--- src/rtl/filter_frame_source.sv ---
// filter_frame_source: turns an upstream valid/ready pixel stream into
// FRAME_H x FRAME_W rasters for the 2D filter. It emits a frame_start pulse
// before each frame, inserts horizontal and vertical blanking, and keeps
// streaming frames for as long as enable is high at each frame boundary.
module filter_frame_source #(
  parameter int FRAME_H    = 480,
  parameter int FRAME_W    = 640,
  parameter int DATA_WIDTH = 8,
  parameter int HBLANK     = 4,
  parameter int VBLANK     = 16
) (
  input  logic                  clock,
  input  logic                  rst,
  input  logic                  enable,
  input  logic                  s_valid,
  input  logic [DATA_WIDTH-1:0] s_data,
  output logic                  s_ready,
  output logic                  frame_start,
  output logic                  din_vld,
  output logic [DATA_WIDTH-1:0] din,
  output logic                  busy,
  output logic                  frame_done
);

  localparam int BLK_MAX = (HBLANK > VBLANK) ? HBLANK : VBLANK;
  localparam int COL_W   = (FRAME_W > 1) ? $clog2(FRAME_W) : 1;
  localparam int ROW_W   = (FRAME_H > 1) ? $clog2(FRAME_H) : 1;
  localparam int BLK_W   = (BLK_MAX > 0) ? $clog2(BLK_MAX + 1) : 1;

  localparam logic [COL_W-1:0] COL_LAST = COL_W'(FRAME_W - 1);
  localparam logic [ROW_W-1:0] ROW_LAST = ROW_W'(FRAME_H - 1);
  localparam logic [BLK_W-1:0] HB_LAST  = (HBLANK > 0) ? BLK_W'(HBLANK - 1) : '0;
  localparam logic [BLK_W-1:0] VB_LAST  = (VBLANK > 0) ? BLK_W'(VBLANK - 1) : '0;

  typedef enum logic [2:0] {
    S_IDLE,
    S_SOF,
    S_ACTIVE,
    S_HBLK,
    S_VBLK
  } state_t;

  state_t                  state_q, state_d;
  logic [COL_W-1:0]        col_q, col_d;
  logic [ROW_W-1:0]        row_q, row_d;
  logic [BLK_W-1:0]        blk_q, blk_d;
  logic [DATA_WIDTH-1:0]   din_q, din_d;
  logic                    din_vld_q, din_vld_d;
  logic                    frame_done_q, frame_done_d;

  // Moore decode straight from the state register
  assign frame_start = (state_q == S_SOF);
  assign s_ready     = (state_q == S_ACTIVE);
  assign busy        = (state_q != S_IDLE);
  assign din         = din_q;
  assign din_vld     = din_vld_q;
  assign frame_done  = frame_done_q;

  // Next-state, raster counters and the one-cycle-delayed pixel output
  always_comb begin
    state_d      = state_q;
    col_d        = col_q;
    row_d        = row_q;
    blk_d        = blk_q;
    din_d        = din_q;
    din_vld_d    = 1'b0;
    frame_done_d = 1'b0;
    case (state_q)
      S_IDLE: begin
        if (enable) state_d = S_SOF;
      end
      S_SOF: begin
        col_d   = '0;
        row_d   = '0;
        state_d = S_ACTIVE;
      end
      S_ACTIVE: begin
        if (s_valid) begin
          din_d     = s_data;
          din_vld_d = 1'b1;
          if (col_q == COL_LAST) begin
            col_d = '0;
            blk_d = '0;
            if (row_q != ROW_LAST) begin
              row_d = row_q + ROW_W'(1);
              if (HBLANK > 0) state_d = S_HBLK;
            end else begin
              frame_done_d = 1'b1;
              if (VBLANK > 0)  state_d = S_VBLK;
              else if (enable) state_d = S_SOF;
              else             state_d = S_IDLE;
            end
          end else begin
            col_d = col_q + COL_W'(1);
          end
        end
      end
      S_HBLK: begin
        if (blk_q == HB_LAST) begin
          blk_d   = '0;
          state_d = S_ACTIVE;
        end else begin
          blk_d = blk_q + BLK_W'(1);
        end
      end
      S_VBLK: begin
        if (blk_q == VB_LAST) begin
          blk_d   = '0;
          state_d = enable ? S_SOF : S_IDLE;
        end else begin
          blk_d = blk_q + BLK_W'(1);
        end
      end
      default: state_d = S_IDLE;
    endcase
  end

  // State and output registers with synchronous reset
  always_ff @(posedge clock) begin
    if (rst) begin
      state_q      <= S_IDLE;
      col_q        <= '0;
      row_q        <= '0;
      blk_q        <= '0;
      din_q        <= '0;
      din_vld_q    <= 1'b0;
      frame_done_q <= 1'b0;
    end else begin
      state_q      <= state_d;
      col_q        <= col_d;
      row_q        <= row_d;
      blk_q        <= blk_d;
      din_q        <= din_d;
      din_vld_q    <= din_vld_d;
      frame_done_q <= frame_done_d;
    end
  end

endmodule

--- config.mk ---
export PLATFORM = sky130hd
export DESIGN_NAME = filter_frame_source
export DESIGN_NICKNAME = d
export VERILOG_FILES = /design/src/rtl/filter_frame_source.sv
export SDC_FILE = /design/constraint.sdc
export NUM_CORES = 1
export LEC_CHECK = 0
export CORE_ASPECT_RATIO = 1.4
export CORE_MARGIN = 5
export CORE_UTILIZATION = 55
export CTS_CLUSTER_DIAMETER = 150
export CTS_CLUSTER_SIZE = 8
export DETAILED_ROUTE_END_ITERATION = 10
export PLACE_DENSITY = 0.79
export SLEW_MARGIN = 20
export SYNTH_ARGS = -nofsm -noshare
export SYNTH_HDL_FRONTEND = slang
export SYNTH_SLANG_ARGS = --single-unit
--- constraint.sdc ---
create_clock -name clock -period 2.5 [get_ports clock]
set_input_delay 0.5 -clock clock [delete_from_list [all_inputs] [get_ports clock]]
set_output_delay 0.5 -clock clock [all_outputs]
set_load 0.02 [all_outputs]
* Yosys cells after proc, flatten, opt, wreduce, memory -nomap -nowiden
Cells that the tools add are included.
Storage, ports and cells: memories kept 0, input port bits 12, ROM bits 0, word-level logic and storage cells 60, flip-flop bits (word level) 37, bits in latches 0, output and inout bits 13, bits in writable memories 0
Cells by class: reduce and logical (&&, ||, !) cells 11, bitwise gates (word level) 3, magnitude comparators 0, shift-type cells 0, equality and inequality tests 14, muxes and demuxes 22, $add $sub $neg 3, divide/modulo/power cells 0, multiply operators 0
Operators by type and width (number):
- $mux W9 | 3
- $mux W10 | 2
- $mux W5 | 4
- $pmux W10 S2 | 1
- $mux W3 | 6
- $pmux W9 S2 | 1
- $pmux W3 S5 | 1
- $pmux W5 S3 | 1
- $add A10 B1 Y10 const B | 1
- $eq A10 B10 Y1 const B | 1
- $add A9 B1 Y9 const B | 1
- $ne A9 B9 Y1 const B | 1
- $ne A2 B2 Y1 const B | 4
- $eq A3 B2 Y1 const B | 2
- $reduce_bool A3 Y1 | 2
- $add A5 B1 Y5 const B | 1
- $eq A5 B2 Y1 const B | 1
- $eq A5 B4 Y1 const B | 1
- $reduce_and A5 Y1 | 1
- $ne A2 B1 Y1 const B | 2
- $reduce_and A2 Y1 | 2
- $reduce_and A4 Y1 | 1
- $reduce_or A4 Y1 | 1
- $eq A3 B1 Y1 const B | 1
- other kinds (7) | 11

* Logic depth before layout (Yosys ltp)
depth after elaboration 5, mapped depth 8

* Worst setup path after synthesis
No wires, ideal clock.
path type register -> register, from register blk_q[0], to register state_q[1], path buffers 0, arrival 1.802 ns, period minus slack after synthesis 1.862 ns, setup time 0.060 ns, cell stages (with the launch flop) 9, slack 0.638 ns, data required time 2.440 ns, path through dfxtp_1 -> ha_1 -> nand3_1 -> inv_1 -> ha_1 -> or4b_1 -> o31ai_2 -> or3_1 -> a32o_1
On the way: longest elaborated chain between the ends 3, elaborated cells on any way between the ends 5, classes of those cells eq/ne (4); reduce/logical (1)
Ends and longest elaborated chain:
- start: declaration | RTL line 46 | logic [BLK_W-1:0] blk_q, blk_d;
- start signal: assignment | RTL line 132 | blk_q <= blk_d;
- $eq A5 B4 Y1 / $eq A5 B2 Y1 (equally long branches) | RTL line 107, 99
- $ne A2 B2 Y1 (no source line)
- $reduce_and A5 Y1 (no source line) (*)
- end signal: assignment | RTL line 129 | state_q <= state_d;
- end: declaration | RTL line 43 | state_t state_q, state_d;
Mark *: on every way between the ends. The rest lies on a longest branch, timed or not. A chain may end at the register's enable or synchronous reset.

* Worst setup path in the final report
from register state_q[2], to output port s_ready
On the way: longest elaborated chain between the ends 1
Ends and longest elaborated chain:
- $eq A3 B2 Y1 | RTL line 53 | assign s_ready = (state_q == S_ACTIVE);
- end: declaration | RTL line 17 | output logic s_ready,
No other way between the ends.

==> results.rst <==
.. list-table::
   :header-rows: 1

   * - Metric
     - Value
   * - Combinational share of power
     - 0.330
   * - Normalized max-slew margin
     - 0.567
   * - Global-route wire length before repair
     - 7510 um
   * - Post-synth design cell area
     - 0.00197 mm2
   * - Fraction of layout cells with a size suffix above 1
     - 0.0909
   * - Core ar.
     - 0.00341 mm2
   * - Fraction of registers with async set or reset after synthesis
     - 0
   * - Arithmetic-cell share of the synthesized area counting full adders, half adders and majority gates
     - 0.0317
   * - Switching Fraction
     - 0.347
   * - Power density of the placed cells
     - 698 mW/mm2
   * - Total gr overflow
     - 0
   * - Clock-pin slew reported for the worst setup and hold paths after clock tree synthesis
     - 0.07 ns
   * - Number of rows created at floorplan
     - 25
   * - Xor/xnor share of the synthesized area
     - 0.0311
   * - Post-layout util
     - 0.676
   * - Maximum number of pins on one net before global-route repair
     - 26
   * - Data required time at the worst endpoint
     - 2.00 ns
   * - Leak pwr
     - 0.811 nW
   * - Half-perimeter wire length after placement
     - 3120 um
   * - Unrepaired setup endpoints after global routing
     - no
   * - Die Span X
     - 60.6 um
   * - Category of the most critical setup path
     - reg2out
   * - Delay of the slowest cell on the worst path
     - 0.57 ns
   * - Clock Latency Late Sink
     - 0.28 ns
   * - Actual transition at the worst max-transition pin
     - 0.646 ns
   * - Final ANT Viol Nets
     - 0
   * - Flop and latch count out of synthesis
     - 37
   * - Total routing usage reported by global routing
     - 0.196
   * - Count of yosys warnings during synthesis
     - 0
   * - Synthesized net count
     - 249
   * - Largest driver fanout on the critical path
     - 11
   * - Average wire per cell in the routed design
     - 14.8 um
   * - Post-synth EDFFs
     - 0
   * - CTS Root Buffer Type
     - clkbuf_8
   * - Hold Crit Class
     - reg2reg
   * - Post-Layout Cell Count
     - 293
   * - Maximum clock frequency
     - 0.478 GHz
   * - Buf/Inv on CP
     - 2
   * - Total number of vias
     - 1804
   * - Endpoint kind of the worst setup timing path
     - output pin
   * - Share of power burned in registers
     - 0.426
   * - Maximum capacitance violations
     - 0
   * - NumNets Final
     - 269
   * - Post-synthesis mux area share
     - 0
   * - Fraction of the yosys area taken by sequential cells
     - 0.375
   * - Maximum vdd ir drop
     - 0.577 mV
   * - Initial antenna violation count
     - 0
   * - I/O Pins
     - 25
   * - Post_cts resized
     - 2
   * - Inserted Diodes
     - 0
   * - Complex-gate fraction of the synthesized area
     - 0.212
   * - CP Data Arrival Time
     - 1.59 ns
   * - Result of the run
     - finished, final reports clean
   * - Number of remaining DRC errors
     - 0
   * - Layout Skew
     - 0.00675 ns
   * - Mean post-synth cell area
     - 8.50 um2
   * - Synthesis-to-layout area growth
     - 16.7%
   * - Average vias per placed instance
     - 6.16
   * - Switching pwr
     - 0.558 mW
   * - Critical path cell sequence
     - or3b_2 -> inv_1 -> dlymetal6s2s_1
   * - Bufs on Longest Clock Path
     - 2
   * - Total die area
     - 0.00490 mm2
   * - Number of failing hold endpoints at the final stage
     - 0
   * - Total power of the final layout
     - 1.61 mW
   * - TritonCTS clock tree
     - built
   * - Synth Area in Simple Gates
     - 0.292
   * - Number of input and output port buffers inserted
     - 24
   * - Slowest stage cell, crit path
     - or3b_2
   * - Number of global-route vias before repair
     - 1726
   * - Proportion of power drawn by the clock network
     - 0.244
   * - Layout filler cell count
     - 289
   * - Tcrit/Tclk final
     - 0.837
   * - Number of clock buffers inserted by TritonCTS
     - 5
   * - Sort of element at the start of the critical path
     - flip-flop
   * - Area after DPL
     - 0.00222 mm2
   * - Post-CTS Hold Fix Bufs
     - 0
   * - Number of design-rule violations left by the first detailed-router iteration
     - 102
   * - Count of clock tree sinks
     - 37
   * - Starting density of the core
     - 0.579
   * - Post-layout instance area
     - 0.00230 mm2
   * - Number of buffers inserted to repair setup after CTS
     - 0
   * - Placed Cells
     - 285
   * - Number of setup violations in the final report
     - 0
   * - Dominant combinational cell family by area after synthesis
     - simple AND/OR/NAND/NOR gates
   * - Largest delay contributor family on the critical path
     - simple AND/OR/NAND/NOR gates
   * - Mapped Cells
     - 232
   * - Internal power summed over all cells
     - 1.05 mW
   * - Final routed wirelength across all metal layers
     - 4340 um
   * - Sum of negative setup slack
     - 0 ns
   * - Max-slew violation count
     - 0
   * - Final Wtd Congestion
     - 0.878
   * - Drt first pass iters
     - 5
   * - Number of distinct library cells after synthesis
     - 61
   * - H-tree levels
     - 2
   * - Primary flip-flop cell chosen by synthesis mapping
     - dfxtp_1
   * - Minimum period implied by the final worst setup slack
     - 2.09 ns
   * - Vert. Die Dim
     - 80.9 um
-- registers in the layout, indices dropped and copies added (netlist names) --
name,cells
state_q,3
frame_done,1
din_vld,1
row_q,9
din,8
col_q,10
blk_q,5
-- cell families (layout without fill, tap and decap cells) --
kind of cell | Yosys count | after routing
AOI/OAI and AO/OA | 61 | 61
xor gates and xnor gates | 7 | 7
adders and majority gates | 5 | 5
buffers and inverters | 24 | 45
DFF | 37 | 37
and+or+nand+nor | 98 | 98
-- power groups by stage --
| stage | Sequential [mW] | Clock (mW) | Combinational (mW) |
|---|---|---|---|
| finish | 0.685 | 0.392 | 0.530 |
| global route | 0.692 | 0.439 | 0.579 |
| CTS | 0.683 | 0.407 | 0.535 |
| detailed placement | 0.693 | 0 | 0.532 |
| global placement | 0.691 | 0 | 0.530 |
| floorplan | 0.683 | 0 | 0.382 |
-- synthesized netlist by cell type, types with 4 or more instances --
library cell   n  area [um2]
nand4_1        6        37.5
and4_1         4        35.0
ha_1           5        62.6
inv_1          8        30.0
nand3_1       11        55.1
nor2_1        18        67.6
xor2_1         4        35.0
nand2_1       26        97.6
o211ai_1       5        37.5
clkbuf_1       9        33.8
a21oi_1       19        95.1
dfxtp_1       37         741
o21ai_0        6        30.0
-- final timing paths --
kind | start | end | slack [ns] | cells after the start
hold / removal | din[5]$_SDFFE_PP0P_ | din[5]$_SDFFE_PP0P_ | 0.46 | 2
setup / recovery | state_q[2]$_SDFFE_PP0P_ | s_ready | 0.41 | 3
setup reg to reg | blk_q[0]$_SDFFE_PP0P_ | state_q[0]$_SDFFE_PP0P_ | 0.44 | 8
hold reg to reg | din[5]$_SDFFE_PP0P_ | din[5]$_SDFFE_PP0P_ | 0.46 | 2
-- per-stage QoR --
stage          setup slack (ns)  hold slack, ns
5_1_grt                   0.300           0.488
3_3_place_gp              0.255           0.441
6_report                  0.407           0.459
2_1_floorplan             0.638           0.453
4_1_cts                  0.0197           0.463
3_5_place_dp              0.241           0.451
-- cell type report --
class	count	area (um2)	share of cell area
flip-flops and latches	37	743	0.323
clock buffers	8	80.1	0.0348
inverters	9	35.0	0.0152
well taps	40	50.0	0.0217
repair buffers	28	275	0.120
multi-input cells	171	1120	0.486
-- cell usage in the layout, fill, tap and decap left out, types with 3 or more instances in the layout --
| master | Yosys | layout |
|---|---|---|
| dfxtp_1 | 37 | 35 |
| nand2_1 | 26 | 26 |
| clkdlybuf4s50_1 | 0 | 22 |
| a21oi_1 | 19 | 19 |
| nor2_1 | 18 | 18 |
| nand3_1 | 11 | 11 |
| inv_1 | 8 | 8 |
| nand4_1 | 6 | 6 |
| o21ai_0 | 6 | 6 |
| o211ai_1 | 5 | 5 |
| ha_1 | 5 | 5 |
| clkbuf_8 | 0 | 5 |
| and4_1 | 4 | 4 |
| xor2_1 | 4 | 4 |
| buf_4 | 1 | 4 |
| a31oi_1 | 3 | 3 |
| nand4b_1 | 3 | 3 |
| o31ai_1 | 3 | 3 |
| or4_1 | 3 | 3 |
| and3_1 | 3 | 3 |
| or3_1 | 3 | 3 |
| a211oi_1 | 3 | 3 |
| xnor2_1 | 3 | 3 |
| o2111ai_1 | 3 | 3 |
| clkbuf_1 | 9 | 3 |
-- worst register-to-register path, stage by stage, from the launching register on --
cell and delay, ns:
dfxtp_1 0.34, ha_1 0.24, nand3_1 0.11, inv_1 0.05, ha_1 0.16, or4b_1 0.51
o31ai_2 0.17, or3_1 0.24, o22ai_1 0.10
-- layer usage --
layer  wire length (um)  share of wire  GRT usage
met1               1920           0.44      0.240
met2               2080           0.48      0.312
met3                238          0.055     0.0572
met4                 97          0.022     0.0911
met5                  0              0          0
Power figures use the tool's default switching activity.
